## config.mk

```make
export PLATFORM = sky130hd
export DESIGN_NAME = sc_coin_pickup_ctrl_flat
export DESIGN_NICKNAME = d
export VERILOG_FILES = /design/src/rtl/sc_coin_pickup_ctrl_if.sv /design/src/rtl/sc_coin_pickup_ctrl.sv /design/src/flat_wrapper.sv
export SDC_FILE = /design/constraint.sdc
export NUM_CORES = 1
export LEC_CHECK = 0
export CAP_MARGIN = 20
export CORE_ASPECT_RATIO = 1.75
export CORE_UTILIZATION = 35
export CTS_CLUSTER_DIAMETER = 60
export DETAILED_ROUTE_END_ITERATION = 8
export GPL_TIMING_DRIVEN = 0
export HOLD_SLACK_MARGIN = 0.15
export RECOVER_POWER = 100
export SLEW_MARGIN = 5
export SYNTH_ARGS = -nofsm -noshare
export SYNTH_HDL_FRONTEND = slang
export SYNTH_SLANG_ARGS = --single-unit
```

## constraint.sdc

```tcl
create_clock -name SC_CoinCtrl_CLOCK_50 -period 2.24 [get_ports SC_CoinCtrl_CLOCK_50]
set_input_delay 0.56 -clock SC_CoinCtrl_CLOCK_50 [delete_from_list [all_inputs] [get_ports SC_CoinCtrl_CLOCK_50]]
set_output_delay 0.56 -clock SC_CoinCtrl_CLOCK_50 [all_outputs]
set_load 0.05 [all_outputs]
```

## src/rtl/sc_coin_pickup_ctrl_if.sv

```systemverilog
// sc_coin_pickup_ctrl_if: collision/tick inputs and coin register controls for one coin
interface sc_coin_pickup_ctrl_if #(parameter int SCORE_W = 8);
  logic               SC_CoinCtrl_enable_InHigh;
  logic               SC_CoinCtrl_tick_InHigh;
  logic               SC_CoinCtrl_collision_InHigh;
  logic               SC_CoinCtrl_coinPresent_In;
  logic               SC_CoinCtrl_loadCoin_OutLow;
  logic               SC_CoinCtrl_clearCoin_OutLow;
  logic [SCORE_W-1:0] SC_CoinCtrl_score_Out;
  logic               SC_CoinCtrl_scoreEvent_Out;
  logic               SC_CoinCtrl_err_Out;
  modport master (
    output SC_CoinCtrl_enable_InHigh, SC_CoinCtrl_tick_InHigh, SC_CoinCtrl_collision_InHigh,
           SC_CoinCtrl_coinPresent_In,
    input  SC_CoinCtrl_loadCoin_OutLow, SC_CoinCtrl_clearCoin_OutLow, SC_CoinCtrl_score_Out,
           SC_CoinCtrl_scoreEvent_Out, SC_CoinCtrl_err_Out
  );
  modport slave (
    input  SC_CoinCtrl_enable_InHigh, SC_CoinCtrl_tick_InHigh, SC_CoinCtrl_collision_InHigh,
           SC_CoinCtrl_coinPresent_In,
    output SC_CoinCtrl_loadCoin_OutLow, SC_CoinCtrl_clearCoin_OutLow, SC_CoinCtrl_score_Out,
           SC_CoinCtrl_scoreEvent_Out, SC_CoinCtrl_err_Out
  );
endinterface

```

## src/rtl/sc_coin_pickup_ctrl.sv

```systemverilog
// sc_coin_pickup_ctrl: takes a visible coin on collision, scores it, and restores it after a respawn delay
module sc_coin_pickup_ctrl #(
  parameter int unsigned RESPAWN_TICKS = 100,
  parameter int          TICK_W        = 8,
  parameter int          SCORE_W       = 8,
  parameter int          CONFIRM_MAX   = 2
) (
  input logic                    SC_CoinCtrl_CLOCK_50,
  input logic                    SC_CoinCtrl_RESET_InHigh,
  sc_coin_pickup_ctrl_if.slave   io
);
  localparam int TGT = (RESPAWN_TICKS == 0) ? 1 : int'(RESPAWN_TICKS);
  localparam int CM  = (CONFIRM_MAX < 1) ? 1 : CONFIRM_MAX;
  localparam logic [TICK_W-1:0] TGT_LAST = TICK_W'(TGT - 1);
  localparam logic [TICK_W-1:0] CM_LAST  = TICK_W'(CM - 1);
  typedef enum logic [2:0] {RESTORE, IDLE, TAKE, CONFIRM, WAIT} state_t;
  state_t             state_q, state_d;
  logic [TICK_W-1:0]  cnt_q, cnt_d;
  logic [SCORE_W-1:0] score_q, score_d;
  logic               err_q, err_d, load_q, load_d, clear_q, clear_d, ev_q, ev_d;
  always_comb begin
    state_d = state_q;
    cnt_d   = cnt_q;
    score_d = score_q;
    err_d   = err_q;
    load_d  = 1'b1;
    clear_d = 1'b1;
    ev_d    = 1'b0;
    case (state_q)
      // after reset clear is still high, so RESTORE issues the pulse itself before leaving
      RESTORE: begin
        clear_d = !clear_q;
        state_d = clear_q ? RESTORE : IDLE;
      end
      IDLE: if (io.SC_CoinCtrl_enable_InHigh && io.SC_CoinCtrl_collision_InHigh &&
                io.SC_CoinCtrl_coinPresent_In) begin
        state_d = TAKE;
        load_d  = 1'b0;
      end
      TAKE: begin
        state_d = CONFIRM;
        cnt_d   = '0;
      end
      CONFIRM: if (!io.SC_CoinCtrl_coinPresent_In) begin
        score_d = &score_q ? score_q : score_q + 1'b1;
        ev_d    = 1'b1;
        state_d = WAIT;
        cnt_d   = '0;
      end else if (cnt_q == CM_LAST) begin
        err_d   = 1'b1;
        state_d = WAIT;
        cnt_d   = '0;
      end else begin
        cnt_d   = cnt_q + 1'b1;
      end
      WAIT: if (io.SC_CoinCtrl_enable_InHigh && io.SC_CoinCtrl_tick_InHigh) begin
        if (cnt_q == TGT_LAST) begin
          state_d = RESTORE;
          clear_d = 1'b0;
        end else begin
          cnt_d   = cnt_q + 1'b1;
        end
      end
      default: state_d = RESTORE;
    endcase
  end
  always_ff @(posedge SC_CoinCtrl_CLOCK_50) begin
    if (SC_CoinCtrl_RESET_InHigh) begin
      state_q <= RESTORE;
      cnt_q   <= '0;
      score_q <= '0;
      err_q   <= 1'b0;
      load_q  <= 1'b1;
      clear_q <= 1'b1;
      ev_q    <= 1'b0;
    end else begin
      state_q <= state_d;
      cnt_q   <= cnt_d;
      score_q <= score_d;
      err_q   <= err_d;
      load_q  <= load_d;
      clear_q <= clear_d;
      ev_q    <= ev_d;
    end
  end
  assign io.SC_CoinCtrl_loadCoin_OutLow  = load_q;
  assign io.SC_CoinCtrl_clearCoin_OutLow = clear_q;
  assign io.SC_CoinCtrl_score_Out        = score_q;
  assign io.SC_CoinCtrl_scoreEvent_Out   = ev_q;
  assign io.SC_CoinCtrl_err_Out          = err_q;
endmodule
```

## src/flat_wrapper.sv

```systemverilog
// flat-port wrapper written by rule: the top's interface ports become plain ports
module sc_coin_pickup_ctrl_flat 
#(
  parameter int unsigned RESPAWN_TICKS = 100,
  parameter int          TICK_W        = 8,
  parameter int          SCORE_W       = 8,
  parameter int          CONFIRM_MAX   = 2
)
  (SC_CoinCtrl_CLOCK_50, SC_CoinCtrl_RESET_InHigh, io_SC_CoinCtrl_enable_InHigh, io_SC_CoinCtrl_tick_InHigh, io_SC_CoinCtrl_collision_InHigh, io_SC_CoinCtrl_coinPresent_In, io_SC_CoinCtrl_loadCoin_OutLow, io_SC_CoinCtrl_clearCoin_OutLow, io_SC_CoinCtrl_score_Out, io_SC_CoinCtrl_scoreEvent_Out, io_SC_CoinCtrl_err_Out);
  sc_coin_pickup_ctrl_if #(.SCORE_W(SCORE_W)) io_i ();
  input logic SC_CoinCtrl_CLOCK_50;
  input logic SC_CoinCtrl_RESET_InHigh;
  input wire logic [$bits(io_i.SC_CoinCtrl_enable_InHigh)-1:0] io_SC_CoinCtrl_enable_InHigh;
  input wire logic [$bits(io_i.SC_CoinCtrl_tick_InHigh)-1:0] io_SC_CoinCtrl_tick_InHigh;
  input wire logic [$bits(io_i.SC_CoinCtrl_collision_InHigh)-1:0] io_SC_CoinCtrl_collision_InHigh;
  input wire logic [$bits(io_i.SC_CoinCtrl_coinPresent_In)-1:0] io_SC_CoinCtrl_coinPresent_In;
  output wire logic [$bits(io_i.SC_CoinCtrl_loadCoin_OutLow)-1:0] io_SC_CoinCtrl_loadCoin_OutLow;
  output wire logic [$bits(io_i.SC_CoinCtrl_clearCoin_OutLow)-1:0] io_SC_CoinCtrl_clearCoin_OutLow;
  output wire logic [$bits(io_i.SC_CoinCtrl_score_Out)-1:0] io_SC_CoinCtrl_score_Out;
  output wire logic [$bits(io_i.SC_CoinCtrl_scoreEvent_Out)-1:0] io_SC_CoinCtrl_scoreEvent_Out;
  output wire logic [$bits(io_i.SC_CoinCtrl_err_Out)-1:0] io_SC_CoinCtrl_err_Out;
  assign io_i.SC_CoinCtrl_enable_InHigh = io_SC_CoinCtrl_enable_InHigh;
  assign io_i.SC_CoinCtrl_tick_InHigh = io_SC_CoinCtrl_tick_InHigh;
  assign io_i.SC_CoinCtrl_collision_InHigh = io_SC_CoinCtrl_collision_InHigh;
  assign io_i.SC_CoinCtrl_coinPresent_In = io_SC_CoinCtrl_coinPresent_In;
  assign io_SC_CoinCtrl_loadCoin_OutLow = io_i.SC_CoinCtrl_loadCoin_OutLow;
  assign io_SC_CoinCtrl_clearCoin_OutLow = io_i.SC_CoinCtrl_clearCoin_OutLow;
  assign io_SC_CoinCtrl_score_Out = io_i.SC_CoinCtrl_score_Out;
  assign io_SC_CoinCtrl_scoreEvent_Out = io_i.SC_CoinCtrl_scoreEvent_Out;
  assign io_SC_CoinCtrl_err_Out = io_i.SC_CoinCtrl_err_Out;
  sc_coin_pickup_ctrl #(.RESPAWN_TICKS(RESPAWN_TICKS), .TICK_W(TICK_W), .SCORE_W(SCORE_W), .CONFIRM_MAX(CONFIRM_MAX)) u_core (.SC_CoinCtrl_CLOCK_50(SC_CoinCtrl_CLOCK_50), .SC_CoinCtrl_RESET_InHigh(SC_CoinCtrl_RESET_InHigh), .io(io_i));
endmodule
```

==> results of run 1 <==
==> worst reg2reg max path: stages, from the launching register on <==
cell,delay [ns]
dfxtp_1,0.46
or3b_1,0.37
buf_2,0.17
a211o_4,0.31
a211oi_2,0.28
mux2i_1,0.21
==> report_power, final <==
| group | internal [mW] | switching [mW] | leakage, nW |
|---|---|---|---|
| logic | 0.0276 | 0.0449 | 0.325 |
| clock network | 0.127 | 0.128 | 0.0228 |
| registers | 0.415 | 0.00760 | 0.186 |
==> state kept, by name, summed over array words and instances, names as in the netlist <==
| name | count |
|---|---|
| u_core.cnt_q | 8 |
| u_core.io.SC_CoinCtrl_score_Out | 8 |
| u_core.state_q | 3 |
| u_core.io.SC_CoinCtrl_clearCoin_OutLow | 1 |
| u_core.io.SC_CoinCtrl_err_Out | 1 |
| u_core.io.SC_CoinCtrl_loadCoin_OutLow | 1 |
| u_core.io.SC_CoinCtrl_scoreEvent_Out | 1 |
==> final timing paths <==
path                                         to  cells past startpoint
setup / recovery                u_core.cnt_q[2]                      5
hold reg to reg   u_core.io.SC_CoinCtrl_err_Out                      2
setup reg to reg                u_core.cnt_q[7]                      5
hold / removal    u_core.io.SC_CoinCtrl_err_Out                      2
==> metal layers <==
| metal | vias up | part of all wire, % |
|---|---|---|
| met5 | - | 0 |
| met4 | 0 | 1.7 |
| met3 | 6 | 3.5 |
| met2 | 28 | 56 |
| met1 | 543 | 39 |
| li1 | 565 | - |
==> kinds of logic (layout without fill, tap and decap cells) <==
kind of cell | Yosys count | after routing | synth area share [%]
buffers and inverters | 16 | 37 | 4.88
muxes | 6 | 6 | 4.88
DFF | 23 | 23 | 36.7
and+or+nand+nor | 48 | 48 | 21.4
adders and majority gates | 3 | 3 | 2.99
xor gates and xnor gates | 5 | 5 | 3.49
AOI/OAI and AO/OA | 41 | 41 | 25.7
==> layout by cell type, fill, tap and decap left out, types with 3 or more instances in the layout <==
master,instances
clkbuf_8,3
inv_1,11
nand3_1,6
xor2_1,5
dfxtp_1,23
nor3_1,3
a211oi_2,3
o21ai_0,5
clkbuf_1,5
nand4_1,3
nand2_1,4
ha_1,3
and3_1,4
dlygate4sd3_1,13
a21oi_1,6
nor2_1,15
o211ai_1,11
clkdlybuf4s50_1,4
mux2i_1,5
==> layout make-up <==
cell class	count	area share, %
multi-input combinational	103	48.5
inverter	11	2.68
buffer	5	1.30
tap	45	3.66
timing repair buffer	17	11.1
sequential	23	29.9
clock buffer	4	2.93
==> repair_timing <==
| item | 4_1_cts | 5_1_grt |
|---|---|---|
| buffers inserted | 0 | 0 |
| endpoints found under the setup margin | 0 | 2 |
| gates resized for setup | 0 | 1 |
==> results.ini, run 1 <==
[synth]
syn_area_sq_um=1260
avgSynthCellArea_sq_um=8.85
synth-edff-count=0
async_flop_share_pct=0
yosysUniqueCellTypes=40
synth-seq-cells=23
synth.most_common_cell=dfxtp_1
synth_area_leader_cell=dfxtp_1
synthFlopType=dfxtp_1
synthTopCellsByCount=dfxtp_1, nor2_1, inv_1, o211ai_1
syn_nets=151
synth_warnings=0
synth_top_cells_by_area=dfxtp_1, o211ai_1, nor2_1
synth_seq_area_share_pct=36.7
synth_top_cell_area_share_pct=36.7
syn_inst=142

[setup_path]
slowest_delay_ns=0.61
crit_slowest_cell=dlygate4sd3_1
critPathTopFamily=compound AO/OA/AOI/OAI gates
r2r-start=u_core.state_q[2]
end_kind=register
rrSetupSlack_ns=0.38
startpoint_type=input port
path_class=in2reg
cp_max_fo=9
crit_chain=dlygate4sd3_1, inv_1, a311oi_4, o21ai_1, a221oi_1
cp.buffers_inverters=2
critical_path_arrival_ns=2.29
crit_required_ns=2.41
cp-startpoint=io_SC_CoinCtrl_coinPresent_In

[place]
place_inst=204
place_area_sq_um=1480
hpwlAfterDp_mm=2.22
portBuffers=17
dp_slack_ns=-0.233
gp_congestion=0.868

[sta]
clock.fmax_ghz=0.471
final_max_slew_viol_count=0
relSlewSlack_pct=66.4
fin_crit_sh_pct=94.7
setup_tns_ns=0
setup_slack_ns=0.119
rsz0062_at_grt=no
hold_violations=0
finalCriticalPeriod_ns=2.12
tightest_slew_ns=0.501
setup_viol=0
finClkSkew_ns=0.00511
timing.hold.ws_ns=0.447

[power]
peakVddDrop_v=0.000336
finalPower_mw=0.750
power_density_nw_per_um2=487
p_leak_nw=0.533

[clock_network]
clkSinkCount=23
clk_pin_slew_worst_paths_ns=0.08
cts_tree=yes
cts_buffer_depth=2
hold_buffers=0
cts_buffers=3
cts-root-buf=clkbuf_8
htreeDepth=1
insertion_delay_ns=0.26

[global_route]
global_route.peak_usage_layer=met2
grt_max_degree=13
grt_pass1_vias=1148
use_met1_pct=15.5
overflow=0
grt_use_total_pct=16.5
met3_usage_pct=1.56
grtUsageMet2_pct=32.7
grt_pass1_wl_mm=4.71
antenna_found_initial=0

[floorplanning]
fp-row-count=28
die_area_sq_um=3840
chipHeight_um=81.3
core_sq_um=3400
io_pins=18
start_util_pct=37.0
die_w_um=47.3

[drt]
vias=1142
totalWireLength_mm=2.88
dr.first_iter.drc_count=24
drc=0
drt_first_pass_iters=4
wl_per_cell_um=13.8
ant_nets=0
detail_route.vias_per_cell=5.49

[flow_run]
max_cap_viol_count=0

[finish]
final_area_sq_um=1540
fin_nets=173
diodes=0
finish.utilization_pct=45.3
stdcell_count=208
nFillCells=372
drive_gt1_share_pct=7.36
layout.area.seq_sq_um=460
multi_input_area_sq_um=746
area_growth_pct=22.5

[run_status]
status=completed

[worst_hold_path]
min_from=u_core.io.SC_CoinCtrl_err_Out
hp-class=reg2reg

(Power assumes the default switching activity.)
==> inputs of run 2 (changes only) <==
Settings changed: CTS_CLUSTER_SIZE set to 16.
==> results of run 2 <==
The final DEF is identical to that of run 1; final timing and power are the same.
